--- src/rtl/ycr_tcm_sched.sv ---
// Round-robin arbiter that shares one TCM controller port between imem, dmem and debug.
// One transaction is in flight at a time: grant, request handshake, then a bounded wait for the response.
module ycr_tcm_sched #(
   parameter int unsigned TIMEOUT = 32
) (
   input  logic       clk,
   input  logic       rst,
   input  logic [2:0] port_req,
   output logic [2:0] port_req_ack,
   output logic [5:0] port_resp,
   output logic       mem_req,
   input  logic       mem_req_ack,
   input  logic [1:0] mem_resp,
   output logic [1:0] gnt,
   output logic       gnt_vld,
   output logic       timeout_err
);

   typedef enum logic [1:0] {
      ST_IDLE   = 2'd0,
      ST_ACTIVE = 2'd1,
      ST_WAIT   = 2'd2
   } state_t;

   localparam logic [1:0] RESP_ER = 2'd2;
   localparam logic [1:0] NO_GNT  = 2'd3;
   localparam logic [7:0] CNT_MAX = 8'(TIMEOUT - 1);

   state_t     state_q, state_d;
   logic [1:0] gnt_q, gnt_d;
   logic [1:0] last_gnt_q, last_gnt_d;
   logic       gnt_vld_q, gnt_vld_d;
   logic [7:0] cnt_q, cnt_d;

   logic [1:0] rr_p0, rr_p1, rr_p2;
   logic [1:0] rr_gnt;
   logic [2:0] sel_vec;
   logic       gnt_req;
   logic       timeout_hit;
   logic [1:0] resp_val;

   // Search order starts just after the last served port, so that port drops to lowest priority.
   always_comb begin
      rr_p0 = 2'd0;
      rr_p1 = 2'd1;
      rr_p2 = 2'd2;
      case (last_gnt_q)
         2'd0: begin
            rr_p0 = 2'd1;
            rr_p1 = 2'd2;
            rr_p2 = 2'd0;
         end
         2'd1: begin
            rr_p0 = 2'd2;
            rr_p1 = 2'd0;
            rr_p2 = 2'd1;
         end
         default: ;
      endcase
      rr_gnt = NO_GNT;
      if (port_req[rr_p0])
         rr_gnt = rr_p0;
      else if (port_req[rr_p1])
         rr_gnt = rr_p1;
      else if (port_req[rr_p2])
         rr_gnt = rr_p2;
   end

   always_comb begin
      sel_vec = 3'b000;
      case (gnt_q)
         2'd0:    sel_vec = 3'b001;
         2'd1:    sel_vec = 3'b010;
         2'd2:    sel_vec = 3'b100;
         default: sel_vec = 3'b000;
      endcase
      gnt_req     = |(port_req & sel_vec);
      timeout_hit = (state_q == ST_WAIT) && (mem_resp == 2'd0) && (cnt_q == CNT_MAX);
      resp_val    = timeout_hit ? RESP_ER : mem_resp;
   end

   // Outputs are forced to their idle values while reset is held, even before the flops clear.
   always_comb begin
      mem_req      = 1'b0;
      port_req_ack = 3'b000;
      port_resp    = 6'd0;
      timeout_err  = 1'b0;
      gnt          = gnt_q;
      gnt_vld      = gnt_vld_q;
      if (rst) begin
         gnt     = NO_GNT;
         gnt_vld = 1'b0;
      end else begin
         case (state_q)
            ST_ACTIVE: begin
               mem_req = gnt_req;
               if (gnt_req && mem_req_ack)
                  port_req_ack = sel_vec;
            end
            ST_WAIT: begin
               port_resp   = {resp_val, resp_val, resp_val}
                           & {{2{sel_vec[2]}}, {2{sel_vec[1]}}, {2{sel_vec[0]}}};
               timeout_err = timeout_hit;
            end
            default: ;
         endcase
      end
   end

   always_comb begin
      state_d    = state_q;
      gnt_d      = gnt_q;
      gnt_vld_d  = gnt_vld_q;
      last_gnt_d = last_gnt_q;
      cnt_d      = cnt_q;
      case (state_q)
         ST_IDLE: begin
            gnt_d     = NO_GNT;
            gnt_vld_d = 1'b0;
            if (port_req != 3'b000) begin
               gnt_d     = rr_gnt;
               gnt_vld_d = 1'b1;
               state_d   = ST_ACTIVE;
            end
         end
         ST_ACTIVE: begin
            if (!gnt_req) begin
               last_gnt_d = gnt_q;
               gnt_d      = NO_GNT;
               gnt_vld_d  = 1'b0;
               state_d    = ST_IDLE;
            end else if (mem_req_ack) begin
               cnt_d   = 8'd0;
               state_d = ST_WAIT;
            end
         end
         ST_WAIT: begin
            if (cnt_q != CNT_MAX)
               cnt_d = cnt_q + 8'd1;
            if ((mem_resp != 2'd0) || timeout_hit) begin
               last_gnt_d = gnt_q;
               gnt_d      = NO_GNT;
               gnt_vld_d  = 1'b0;
               state_d    = ST_IDLE;
            end
         end
         default: begin
            gnt_d     = NO_GNT;
            gnt_vld_d = 1'b0;
            state_d   = ST_IDLE;
         end
      endcase
   end

   always_ff @(posedge clk) begin
      if (rst) begin
         state_q    <= ST_IDLE;
         gnt_q      <= NO_GNT;
         gnt_vld_q  <= 1'b0;
         last_gnt_q <= 2'd2;
         cnt_q      <= 8'd0;
      end else begin
         state_q    <= state_d;
         gnt_q      <= gnt_d;
         gnt_vld_q  <= gnt_vld_d;
         last_gnt_q <= last_gnt_d;
         cnt_q      <= cnt_d;
      end
   end

endmodule

--- config.mk ---
export PLATFORM = sky130hd
export DESIGN_NAME = ycr_tcm_sched
export DESIGN_NICKNAME = d
export VERILOG_FILES = /design/src/rtl/ycr_tcm_sched.sv
export SDC_FILE = /design/constraint.sdc
export NUM_CORES = 1
export LEC_CHECK = 0
export ABC_AREA = 1
export BUFFER_PORTS_ARGS = -buffer_cell sky130_fd_sc_hd__buf_2
export CAP_MARGIN = 10
export CORE_ASPECT_RATIO = 0.7
export CORE_MARGIN = 5
export CORE_UTILIZATION = 61
export CTS_BUF_LIST = sky130_fd_sc_hd__clkbuf_2
export DETAILED_ROUTE_END_ITERATION = 16
export GPL_ROUTABILITY_DRIVEN = 1
export GPL_TIMING_DRIVEN = 0
export HOLD_SLACK_MARGIN = 0.06
export MAX_ROUTING_LAYER = met4
export PLACE_DENSITY = 0.89
export SLEW_MARGIN = 20
export SYNTH_ARGS = -nofsm -noshare
export SYNTH_HDL_FRONTEND = slang
export SYNTH_SLANG_ARGS = --single-unit
export TNS_END_PERCENT = 10
--- constraint.sdc ---
create_clock -name clk -period 1.9 [get_ports clk]
set_input_delay 0.095 -clock clk [delete_from_list [all_inputs] [get_ports clk]]
set_output_delay 0.095 -clock clk [all_outputs]
set_load 0.005 [all_outputs]
==> flow_metrics.py <==
metrics = {
    "synthesis": {
        "synth-simple-area-share": 0.486,
        "synth-async-reset-ratio": 0,
        "synth_top_family_by_area": "simple AND/OR/NAND/NOR gates",
        "synth_area_per_cell_um2": 6.07,
        "syn-num-nets": 195,
        "netlist_area_mm2": 0.00113,
        "synth_compound_area_frac": 0.124,
        "synth_edf_count": 0,
        "synth-main-ff-cell": "dfxtp_1",
        "yosysSeqAreaShare": 0.266,
        "synth_warnings": 0,
        "yosysUniqueCellTypes": 30,
        "synth_mux_area_frac": 0,
        "ys_ff_latch": 15,
        "syn-instance-count": 186,
        "synthAdderAreaFrac": 0.0111,
        "synth_xor_area_frac": 0.00775,
    },
    "timing": {
        "slew_violations": 0,
        "fin_crit_sh": 0.935,
        "period_minus_slack_ps": 1780,
        "hold_viol": 0,
        "whs_ps": 122,
        "fin_tns_setup_ps": 0,
        "tightest_slew_ps": 534,
        "rsz0062_at_grt": "false",
        "slew_headroom": 0.641,
        "setup_viol": 0,
        "fmax_ghz": 0.563,
        "clock_skew_ps": 14.4,
    },
    "finish": {
        "final_cell_area_mm2": 0.00134,
        "finish.utilization": 0.739,
        "n_fill_cell": 152,
        "syn2layout_area_growth_pct": 18.2,
        "insertedDiodeCount": 0,
        "drive_above_1_share": 0.250,
        "nets": 226,
        "multiInputGateArea_um2": 718,
        "layout_commonest_cell": "nand2_1",
        "seq_area_um2": 303,
        "mostFrequentLayoutCells": "54 x nand2_1, 25 x inv_1, 22 x buf_2, 21 x nor2_1, 16 x nand3_1",
    },
    "cts": {
        "cts.clk_slew.worst_paths_ps": 180,
        "cts_root_buffer": "clkbuf_2",
        "clock_path_buffers": 2,
        "cts_tree": "done",
        "clock_latency_ps": 310,
        "htreeDepth": 1,
        "cts_sinks": 15,
        "numCtsBuffers": 3,
    },
    "drt": {
        "route.detailed.drc": 0,
        "via_per_inst": 5.46,
        "drt_iter0_markers": 64,
        "routedWlPerCell_um": 12.0,
        "vias": 1300,
        "route.antenna.remaining_nets": 0,
        "routed_wl_um": 2850,
        "first_pass_iters": 5,
    },
    "power": {
        "power_w": 0.000767,
        "p_leak_nw": 0.653,
        "cellPowerDensity_mw_per_mm2": 574,
        "ir_drop_mv": 0.586,
    },
    "worst_setup_path": {
        "crit_fanout": 4,
        "required_ps": 1800,
        "critPathCaptureType": "primary output",
        "cp_data_arrival_time_ps": 1680,
        "start_kind": "register",
        "crit_type": "reg2out",
    },
    "global_route": {
        "globalRoute.totalOverflow": 0,
        "use_met3": 0.0510,
        "grtUsageMet2": 0.319,
        "grt_pass1_vias": 998,
        "grt_usage": 0.213,
        "grt.busiest_layer": "met2",
        "grt_max_degree": 11,
        "grt_pass1_wl_um": 4370,
        "antenna_found_initial": 0,
        "grt.met1_usage": 0.298,
    },
    "placement": {
        "port_buffers": 21,
        "post-dp-hpwl_um": 2230,
        "placed_area_mm2": 0.00126,
        "gp_congestion": 0.816,
    },
    "floorplan": {
        "pin_count": 22,
        "dieArea_mm2": 0.00283,
        "rows": 13,
        "core_area_mm2": 0.00181,
        "die_height_um": 46.0,
        "start_util": 0.626,
        "die_w_um": 61.4,
    },
    "worst_hold_path": {
        "hp-class": "in2reg",
    },
    "job": {
        "maxCapViolCount": 0,
    },
    "outcome": {
        "outcome": "finished, final reports clean",
    },
}
logic make-up after synthesis:
| family | after synthesis |
|---|---|
| xor gates and xnor gates | 1 |
| and+or+nand+nor | 114 |
| AOI/OAI and AO/OA | 24 |
| buffers and inverters | 31 |
| DFF | 15 |
| adders and majority gates | 1 |
critical path, cell delays in order, from the launching register on:
cell and delay, ps:
dfxtp_2 400, ha_2 210, nand2_2 80, nor2_4 150, nand3_4 90, nor2_1 90
nor2_1 70, nor3_1 130, buf_2 140
path summary, 6_finish.rpt:
| kind | start | to | slack [ps] | depth (start not counted) |
|---|---|---|---|---|
| max | cnt_q[1] | port_resp[5] | 120 | 8 |
| max reg2reg | cnt_q[1] | gnt_q[1] | 360 | 9 |
| min | mem_req_ack | state_q[0] | 120 | 4 |
| min reg2reg | gnt_vld_q | gnt_vld_q | 490 | 2 |
registers in the layout (all words and copies together) (netlist names):
register	flops
cnt_q	8
gnt_vld_q	1
gnt_q	2
state_q	2
last_gnt_q	2
timing repair:
action / in CTS / in global routing
hold buffers: 1 / 0
buffers inserted: 0 / 4
hold endpoints to repair: 2 / 0
endpoints found under the setup margin: 2 / 3
pin swaps: 0 / 1
gates resized for setup: 2 / 2
through the flow:
stage	instances	setup WS (ps)
floorplan	186	574
global placement	229	432
detailed placement	229	356
CTS	234	27.3
global route	238	18.0
finish	238	124
metal layers:
metal / share of wire / vias to the layer above / routed length [µm]
li1: - / 654 / -
met1: 0.46 / 580 / 1310
met2: 0.42 / 64 / 1200
met3: 0.12 / 2 / 337
met4: 0.0035 / 0 / 10
met5: 0 / - / 0
cell usage after synthesis (2+ instances only):
cell type | instances | area, µm²
or2_2 | 2 | 12.5
nand4_1 | 5 | 31.3
inv_1 | 25 | 93.8
inv_2 | 2 | 7.51
nand2_2 | 3 | 18.8
clkbuf_1 | 2 | 7.51
a21oi_2 | 2 | 17.5
dfxtp_1 | 15 | 300
o21ai_0 | 4 | 20.0
a21oi_1 | 13 | 65.1
nand3_1 | 16 | 80.1
nor2_1 | 21 | 78.8
nand2_1 | 54 | 203
nor2_4 | 2 | 22.5
nor3_1 | 5 | 25.0
cell type report:
| class | instances | share of cell area |
|---|---|---|
| buffer | 3 | 0.00937 |
| clock buffer | 3 | 0.0112 |
| clock inverter | 1 | 0.00562 |
| inverter | 28 | 0.0797 |
| multi-input combinational | 140 | 0.538 |
| sequential | 15 | 0.227 |
| tap | 22 | 0.0206 |
| timing repair buffer | 26 | 0.109 |
report_power, final:
group / total, W / switching (W) / internal [W]
clock: 0.000173 / 0.000124 / 0.0000491
sequential: 0.000362 / 0.0000248 / 0.000337
combinational: 0.000232 / 0.000153 / 0.0000788
No activity file was read; power rests on OpenSTA's default activity.
